[config.mk]
export PLATFORM = sky130hd
export DESIGN_NAME = remote_cmd_sender
export DESIGN_NICKNAME = d
export VERILOG_FILES = /design/src/rtl/remote_pkg.sv /design/src/rtl/uart_byte_xcvr.sv /design/src/rtl/remote_cmd_sender.sv
export SDC_FILE = /design/constraint.sdc
export NUM_CORES = 1
export LEC_CHECK = 0
export ABC_AREA = 0
export CAP_MARGIN = 40
export CORE_MARGIN = 2
export CORE_UTILIZATION = 62
export DETAILED_ROUTE_END_ITERATION = 16
export PLACE_DENSITY = 0.85
export SYNTH_ARGS = -nofsm -noshare
export SYNTH_HDL_FRONTEND = slang
export SYNTH_SLANG_ARGS = --single-unit
[constraint.sdc]
create_clock -name clk -period 3.3 [get_ports clk]
set_input_delay 0.99 -clock clk [delete_from_list [all_inputs] [get_ports clk]]
set_output_delay 0.99 -clock clk [all_outputs]
set_load 0.005 [all_outputs]
[src/rtl/remote_pkg.sv]
// remote_pkg: shared types and constants for the remote command sender and its UART transceiver.
package remote_pkg;

  typedef enum logic [1:0] {IDLE, TX_HI, TX_LO, WAIT_RESP} rcs_state_t;

  localparam logic [7:0] RESP_DONE = 8'hA5;
  localparam logic [7:0] RESP_PROG = 8'h5A;

  localparam int unsigned BAUD_CNT_W = 13;
  localparam int unsigned BIT_CNT_W  = 4;
  localparam int unsigned TO_CNT_W   = 25;

endpackage

[src/rtl/uart_byte_xcvr.sv]
// uart_byte_xcvr: 8N1 UART byte transmitter and receiver sharing one baud divisor.
// tx_done is a same-cycle strobe so the next frame can start with no idle gap.
module uart_byte_xcvr #(
  parameter int unsigned BAUD_DIV = 5208
) (
  input  logic       clk,
  input  logic       rst,
  input  logic       trmt,
  input  logic [7:0] tx_data,
  output logic       tx_done,
  output logic       TX,
  input  logic       RX,
  output logic [7:0] rx_data,
  output logic       rx_vld,
  output logic       frm_err
);
  import remote_pkg::*;

  localparam logic [BAUD_CNT_W-1:0] BAUD_LAST = BAUD_CNT_W'(BAUD_DIV - 1);
  localparam logic [BAUD_CNT_W-1:0] BAUD_HALF = BAUD_CNT_W'(BAUD_DIV / 2 - 1);
  localparam logic [BIT_CNT_W-1:0]  BIT_STOP  = BIT_CNT_W'(9);
  localparam logic [BIT_CNT_W-1:0]  BIT_ONE   = BIT_CNT_W'(1);

  logic                  tx_busy;
  logic [BAUD_CNT_W-1:0] tx_baud;
  logic [BIT_CNT_W-1:0]  tx_bit;
  logic [8:0]            tx_shift;

  logic                  rx_ff1, rx_s, rx_prev;
  logic                  rx_busy;
  logic [BAUD_CNT_W-1:0] rx_baud;
  logic [BIT_CNT_W-1:0]  rx_bit;
  logic [7:0]            rx_shift;

  assign tx_done = tx_busy && (tx_baud == BAUD_LAST) && (tx_bit == BIT_STOP);

  // Transmitter: a new trmt takes priority so back-to-back frames abut.
  always_ff @(posedge clk) begin
    if (rst) begin
      TX       <= 1'b1;
      tx_busy  <= 1'b0;
      tx_baud  <= '0;
      tx_bit   <= '0;
      tx_shift <= '1;
    end else if (trmt) begin
      TX       <= 1'b0;
      tx_busy  <= 1'b1;
      tx_baud  <= '0;
      tx_bit   <= '0;
      tx_shift <= {1'b1, tx_data};
    end else if (tx_busy) begin
      if (tx_baud == BAUD_LAST) begin
        tx_baud <= '0;
        if (tx_bit == BIT_STOP) begin
          tx_busy <= 1'b0;
        end else begin
          TX       <= tx_shift[0];
          tx_shift <= {1'b1, tx_shift[8:1]};
          tx_bit   <= tx_bit + 1'b1;
        end
      end else begin
        tx_baud <= tx_baud + 1'b1;
      end
    end
  end

  // RX synchroniser plus one extra stage for falling-edge detection.
  always_ff @(posedge clk) begin
    if (rst) begin
      rx_ff1  <= 1'b1;
      rx_s    <= 1'b1;
      rx_prev <= 1'b1;
    end else begin
      rx_ff1  <= RX;
      rx_s    <= rx_ff1;
      rx_prev <= rx_s;
    end
  end

  // Receiver: bit 0 is the half-period start re-check, bits 1..8 data, bit 9 stop.
  always_ff @(posedge clk) begin
    if (rst) begin
      rx_busy  <= 1'b0;
      rx_baud  <= '0;
      rx_bit   <= '0;
      rx_shift <= '0;
      rx_data  <= '0;
      rx_vld   <= 1'b0;
      frm_err  <= 1'b0;
    end else begin
      rx_vld  <= 1'b0;
      frm_err <= 1'b0;
      if (!rx_busy) begin
        if (rx_prev && !rx_s) begin
          rx_busy <= 1'b1;
          rx_baud <= '0;
          rx_bit  <= '0;
        end
      end else if (rx_bit == '0) begin
        if (rx_baud == BAUD_HALF) begin
          rx_baud <= '0;
          if (rx_s) rx_busy <= 1'b0;
          else      rx_bit  <= BIT_ONE;
        end else begin
          rx_baud <= rx_baud + 1'b1;
        end
      end else if (rx_baud == BAUD_LAST) begin
        rx_baud <= '0;
        if (rx_bit == BIT_STOP) begin
          rx_busy <= 1'b0;
          if (rx_s) begin
            rx_vld  <= 1'b1;
            rx_data <= rx_shift;
          end else begin
            frm_err <= 1'b1;
          end
        end else begin
          rx_shift <= {rx_s, rx_shift[7:1]};
          rx_bit   <= rx_bit + 1'b1;
        end
      end else begin
        rx_baud <= rx_baud + 1'b1;
      end
    end
  end

endmodule

[src/rtl/remote_cmd_sender.sv]
// remote_cmd_sender: sends a 16-bit command as two UART bytes (high first) and collects response bytes.
// Optional response timeout is built when RESP_TIMEOUT_EN is defined.
module remote_cmd_sender #(
  parameter int unsigned BAUD_DIV    = 5208,
  parameter int unsigned TIMEOUT_CYC = 2**24
) (
  input  logic        clk,
  input  logic        rst,
  input  logic [15:0] cmd,
  input  logic        snd_cmd,
  output logic        busy,
  output logic        cmd_snt,
  output logic [7:0]  resp,
  output logic        resp_rdy,
  output logic        timeout,
  output logic        TX,
  input  logic        RX
);
  import remote_pkg::*;

  if (BAUD_DIV < 16 || TIMEOUT_CYC < 2) begin : g_bad_param
    $error("remote_cmd_sender: BAUD_DIV must be >= 16 and TIMEOUT_CYC >= 2");
  end

  rcs_state_t state, state_nxt;

  logic       trmt_c;
  logic [7:0] tx_byte_c;
  logic       tx_done;
  logic [7:0] rx_data;
  logic       rx_vld;
  logic       frm_err;
  logic       rx_ok_c;
  logic       to_hit_c;
  logic       cmd_snt_nxt, resp_rdy_nxt, timeout_nxt;
  logic [7:0] cmd_lo;

  uart_byte_xcvr #(.BAUD_DIV(BAUD_DIV)) u_xcvr (
    .clk     (clk),
    .rst     (rst),
    .trmt    (trmt_c),
    .tx_data (tx_byte_c),
    .tx_done (tx_done),
    .TX      (TX),
    .RX      (RX),
    .rx_data (rx_data),
    .rx_vld  (rx_vld),
    .frm_err (frm_err)
  );

  // Framing errors never count as a response.
  assign rx_ok_c = rx_vld && !frm_err;

`ifdef RESP_TIMEOUT_EN
  logic [TO_CNT_W-1:0] to_cnt;

  assign to_hit_c = (to_cnt == TO_CNT_W'(TIMEOUT_CYC - 1));

  // Held at zero outside WAIT_RESP so it starts fresh on entry; restarts on each valid byte.
  always_ff @(posedge clk) begin
    if (rst || state != WAIT_RESP || rx_ok_c) to_cnt <= '0;
    else                                     to_cnt <= to_cnt + 1'b1;
  end
`else
  assign to_hit_c = 1'b0;
`endif

  always_ff @(posedge clk) begin
    if (rst) state <= IDLE;
    else     state <= state_nxt;
  end

  always_comb begin
    state_nxt = state;
    case (state)
      IDLE:      if (snd_cmd) state_nxt = TX_HI;
      TX_HI:     if (tx_done) state_nxt = TX_LO;
      TX_LO:     if (tx_done) state_nxt = WAIT_RESP;
      WAIT_RESP: begin
        if (rx_ok_c) begin
          if (rx_data != RESP_PROG) state_nxt = IDLE;
        end else if (to_hit_c) begin
          state_nxt = IDLE;
        end
      end
      default:   state_nxt = IDLE;
    endcase
  end

  // The high byte goes straight from the cmd input so TX falls one clock after the request.
  always_comb begin
    trmt_c       = 1'b0;
    tx_byte_c    = cmd[15:8];
    cmd_snt_nxt  = 1'b0;
    resp_rdy_nxt = 1'b0;
    timeout_nxt  = 1'b0;
    case (state)
      IDLE:      trmt_c = snd_cmd;
      TX_HI: begin
        trmt_c    = tx_done;
        tx_byte_c = cmd_lo;
      end
      TX_LO:     cmd_snt_nxt = tx_done;
      WAIT_RESP: begin
        resp_rdy_nxt = rx_ok_c;
        timeout_nxt  = !rx_ok_c && to_hit_c;
      end
      default: ;
    endcase
  end

  always_ff @(posedge clk) begin
    if (rst) begin
      busy     <= 1'b0;
      cmd_snt  <= 1'b0;
      resp     <= '0;
      resp_rdy <= 1'b0;
      timeout  <= 1'b0;
      cmd_lo   <= '0;
    end else begin
      busy     <= (state_nxt != IDLE);
      cmd_snt  <= cmd_snt_nxt;
      resp_rdy <= resp_rdy_nxt;
      timeout  <= timeout_nxt;
      if (resp_rdy_nxt)            resp   <= rx_data;
      if (state == IDLE && snd_cmd) cmd_lo <= cmd[7:0];
    end
  end

endmodule

==> results.md <==
- Row count: 28
- Number of CTS-inserted buffers: 9
- Vias in the first global route: 3050
- Crit path arrival time: approximately 2800 ps
- Routed wl met3: 239 microns
- Top sig layer: met4
- R2R depth: 6
- Fin Setup TNS: 0 ps
- WL final: 7980 microns
- DP Worst Slack: 567 ps
- GRT Util Overall: 0.237
- Leakage: 1.61 nW
- Setup repair bufs after CTS: 0
- Crit-path max FO: 8
- H-tree levels: 3
- Final worst-path cycle share: 0.749
- Status: complete, no violations
- Die W: 83.2 microns
- Synthesized area: 3890 sq um
- Die Ht: 83.2 microns
- Post-synth top area cell: dfxtp_1
- Yosys reg bits: between 80 and 90
- Mean Syn Cell Area: 8.87 sq um
- Worst setup SP type: register
- ANT nets after route: 0
- Worst relative slew slack: 0.459
- Total grt overflow: 0
- Share of post-route cells with drive strength above 1: 0.0705
- Initial Utilization: 0.650
- Ys flop type: dfxtp_1
- Layout net count: 490
- Clk_skew: roughly 8.6 ps
- Hold buffer count at cts: 0
- Max cap viols: 0
- Reg-to-Reg Start: u_xcvr.tx_baud[0]
- ANT cells: 0
- Syn Inst Count: 439
- Hold Fails Final Rpt: 0
- Hold path depth: 1
- Seq/Total Area, Yosys: 0.447
- Share of the synthesized area in the top cell type: 0.447
- First DRT Iteration DRCs: 167
- WL met1: approximately 3700 microns
- Layout Utilization: 0.732
- Worst vdd ir: 397 uV
- Clock latency on the worst-skew pair: 360 ps
- IO buf count: 31
- Most common cell in the synthesized netlist: dfxtp_1
- CTS tree: built
- Setup WS post-layout: 828 ps
- Post-DP HPWL: roughly 5500 microns
- List of most frequent post-synthesis cells: dfxtp_1 (87), nand2_1 (57), nor2_1 (50)
- DR DRC count: 0
- Clock Path Buffers: 2
- Layout overhead on the synthesized area: 12.7%
- Routed wl met2: 3880 microns
- Synthesized Nets: 466
- WHS Endpoint: u_xcvr.rx_s
- Synth cell types: 58
- Tightest Hold Check Type: register to register
- Power, Total: 0.00191 W
- Final setup violation count: 0
- Die area: 6930 sq um
- Max Slew Vio Count: 0
- CTS clk-pin slew, worst paths: roughly 80 ps
- RSZ-0062 raised after global routing: no
- Routed vias: 3208
- Post-CTS sizing: 0
- Clock Sinks: 87
- I/O pins: 33
- Post-synth EDFFs: 0
- Top post-synthesis cells by area: dfxtp_1 (45%), mux2i_1 (6.9%), nand2_1 (5.5%), nor2_1 (4.8%), a21oi_1 (2.8%)
- Setup CP Type: register to register
- Yosys warnings: 0
- Worst setup EP type: register
- FF-to-FF setup slack: ~830 ps
- Core area: around 6000 sq um
- DR pass1 iterations: 4
- Root Buffer: clkbuf_8
- Pwr per Cell Area: roughly 440 nW/um^2
- Largest net degree at the start of global routing: 38
- Worst reg2reg path endpoint: u_xcvr.tx_shift[6]
- FMAX: 404 MHz
- WP data required: around 3600 ps
- Routability Congestion: 0.824
- Asr flop ratio synth: 0
- Worst hold start: u_xcvr.rx_ff1
- Worst slew pin tran: 807 ps
- Min Tclk post-route: 2470 ps
- Drt wl/cell: approximately 15 microns
- Post-DR vias/cell: 5.91
- First-pass GRT wire length: around 14000 microns
- Initial antenna violation count: 0
==> registers in the layout, summed over array words and instances (netlist names), 2 cells and up <==
register	count
u_xcvr.rx_shift	8
state	2
u_xcvr.tx_bit	4
u_xcvr.tx_shift	8
u_xcvr.rx_baud	13
u_xcvr.tx_baud	13
resp	8
cmd_lo	8
u_xcvr.rx_data	8
u_xcvr.rx_bit	4
==> placed cells by master, fill, tap and decap left out, types with 4 or more instances in the layout <==
master,instances
nand2_1,57
nand3_1,11
ha_1,7
nor2b_1,6
clkbuf_8,10
or2_2,4
xnor2_1,11
nor3_1,11
mux2i_1,27
inv_1,8
nand4_1,12
dfxtp_1,87
and3_1,7
a21oi_1,22
a221oi_1,7
nand3b_1,5
o21ai_0,16
a31oi_1,12
nor2_1,50
clkdlybuf4s50_1,30
xor2_1,9
nor3b_1,4
==> per-stage QoR <==
stage / instance area, sq um / hold slack [ps] / std cells
after global placement: 4210 / 392 / 527
final: 4390 / 416 / 543
after detailed placement: 4210 / 397 / 527
after CTS: 4390 / 420 / 543
after floorplan: 3890 / 389 / 439
after global routing: 4390 / 450 / 543
==> worst max path at each step <==
stage                 startpoint                 end  depth (start not counted)
3_5_place_dp             snd_cmd  u_xcvr.tx_shift[3]                          5
3_3_place_gp             snd_cmd  u_xcvr.tx_shift[3]                          5
2_1_floorplan  u_xcvr.rx_baud[0]    u_xcvr.rx_bit[2]                          7
4_1_cts        u_xcvr.tx_baud[0]  u_xcvr.tx_shift[6]                          6
5_1_grt        u_xcvr.tx_baud[0]  u_xcvr.tx_shift[6]                          6
6_report       u_xcvr.tx_baud[0]  u_xcvr.tx_shift[6]                          6
==> critical path, stage by stage (launching register included) <==
cell	delay, ps
dfxtp_1	370
ha_1	200
nor4bb_1	380
nand4_1	400
nor3_1	710
a221oi_1	210
o21ai_0	120
==> area by class of cell <==
cell class | count | area (sq um)
multi-input combinational | 323 | 2020
inverter | 8 | 30.0
timing repair buffer | 34 | 328
tap | 75 | 93.8
fill | 452 | 1610
clock inverter | 5 | 33.8
clock buffer | 11 | 141
sequential | 87 | 1740
==> routing by layer <==
| layer | track usage | vias up |
|---|---|---|
| met3 | 0.0388 | 11 |
| met4 | 0.0984 | 0 |
| met1 | 0.317 | 1551 |
| met5 | 0 | - |
| li1 | - | 1588 |
| met2 | 0.381 | 58 |
==> cells by family after synthesis <==
group | synth area share
AND/OR/NAND/NOR | 0.258
flip-flops | 0.447
AO/OA/AOI/OAI | 0.119
buffers and inverters | 0.0344
multiplexers | 0.0723
XOR/XNOR | 0.0450
adder cells (fa/ha/maj) | 0.0225
other | 0.000963
==> power by group <==
part	switching [W]	leakage [nW]	internal (W)	total (W)
sequential	0.0000208	0.706	0.00108	0.00110
combinational	0.0000789	0.815	0.0000634	0.000142
clock	0.000378	0.0853	0.000293	0.000671
Power figures use the tool's default switching activity.
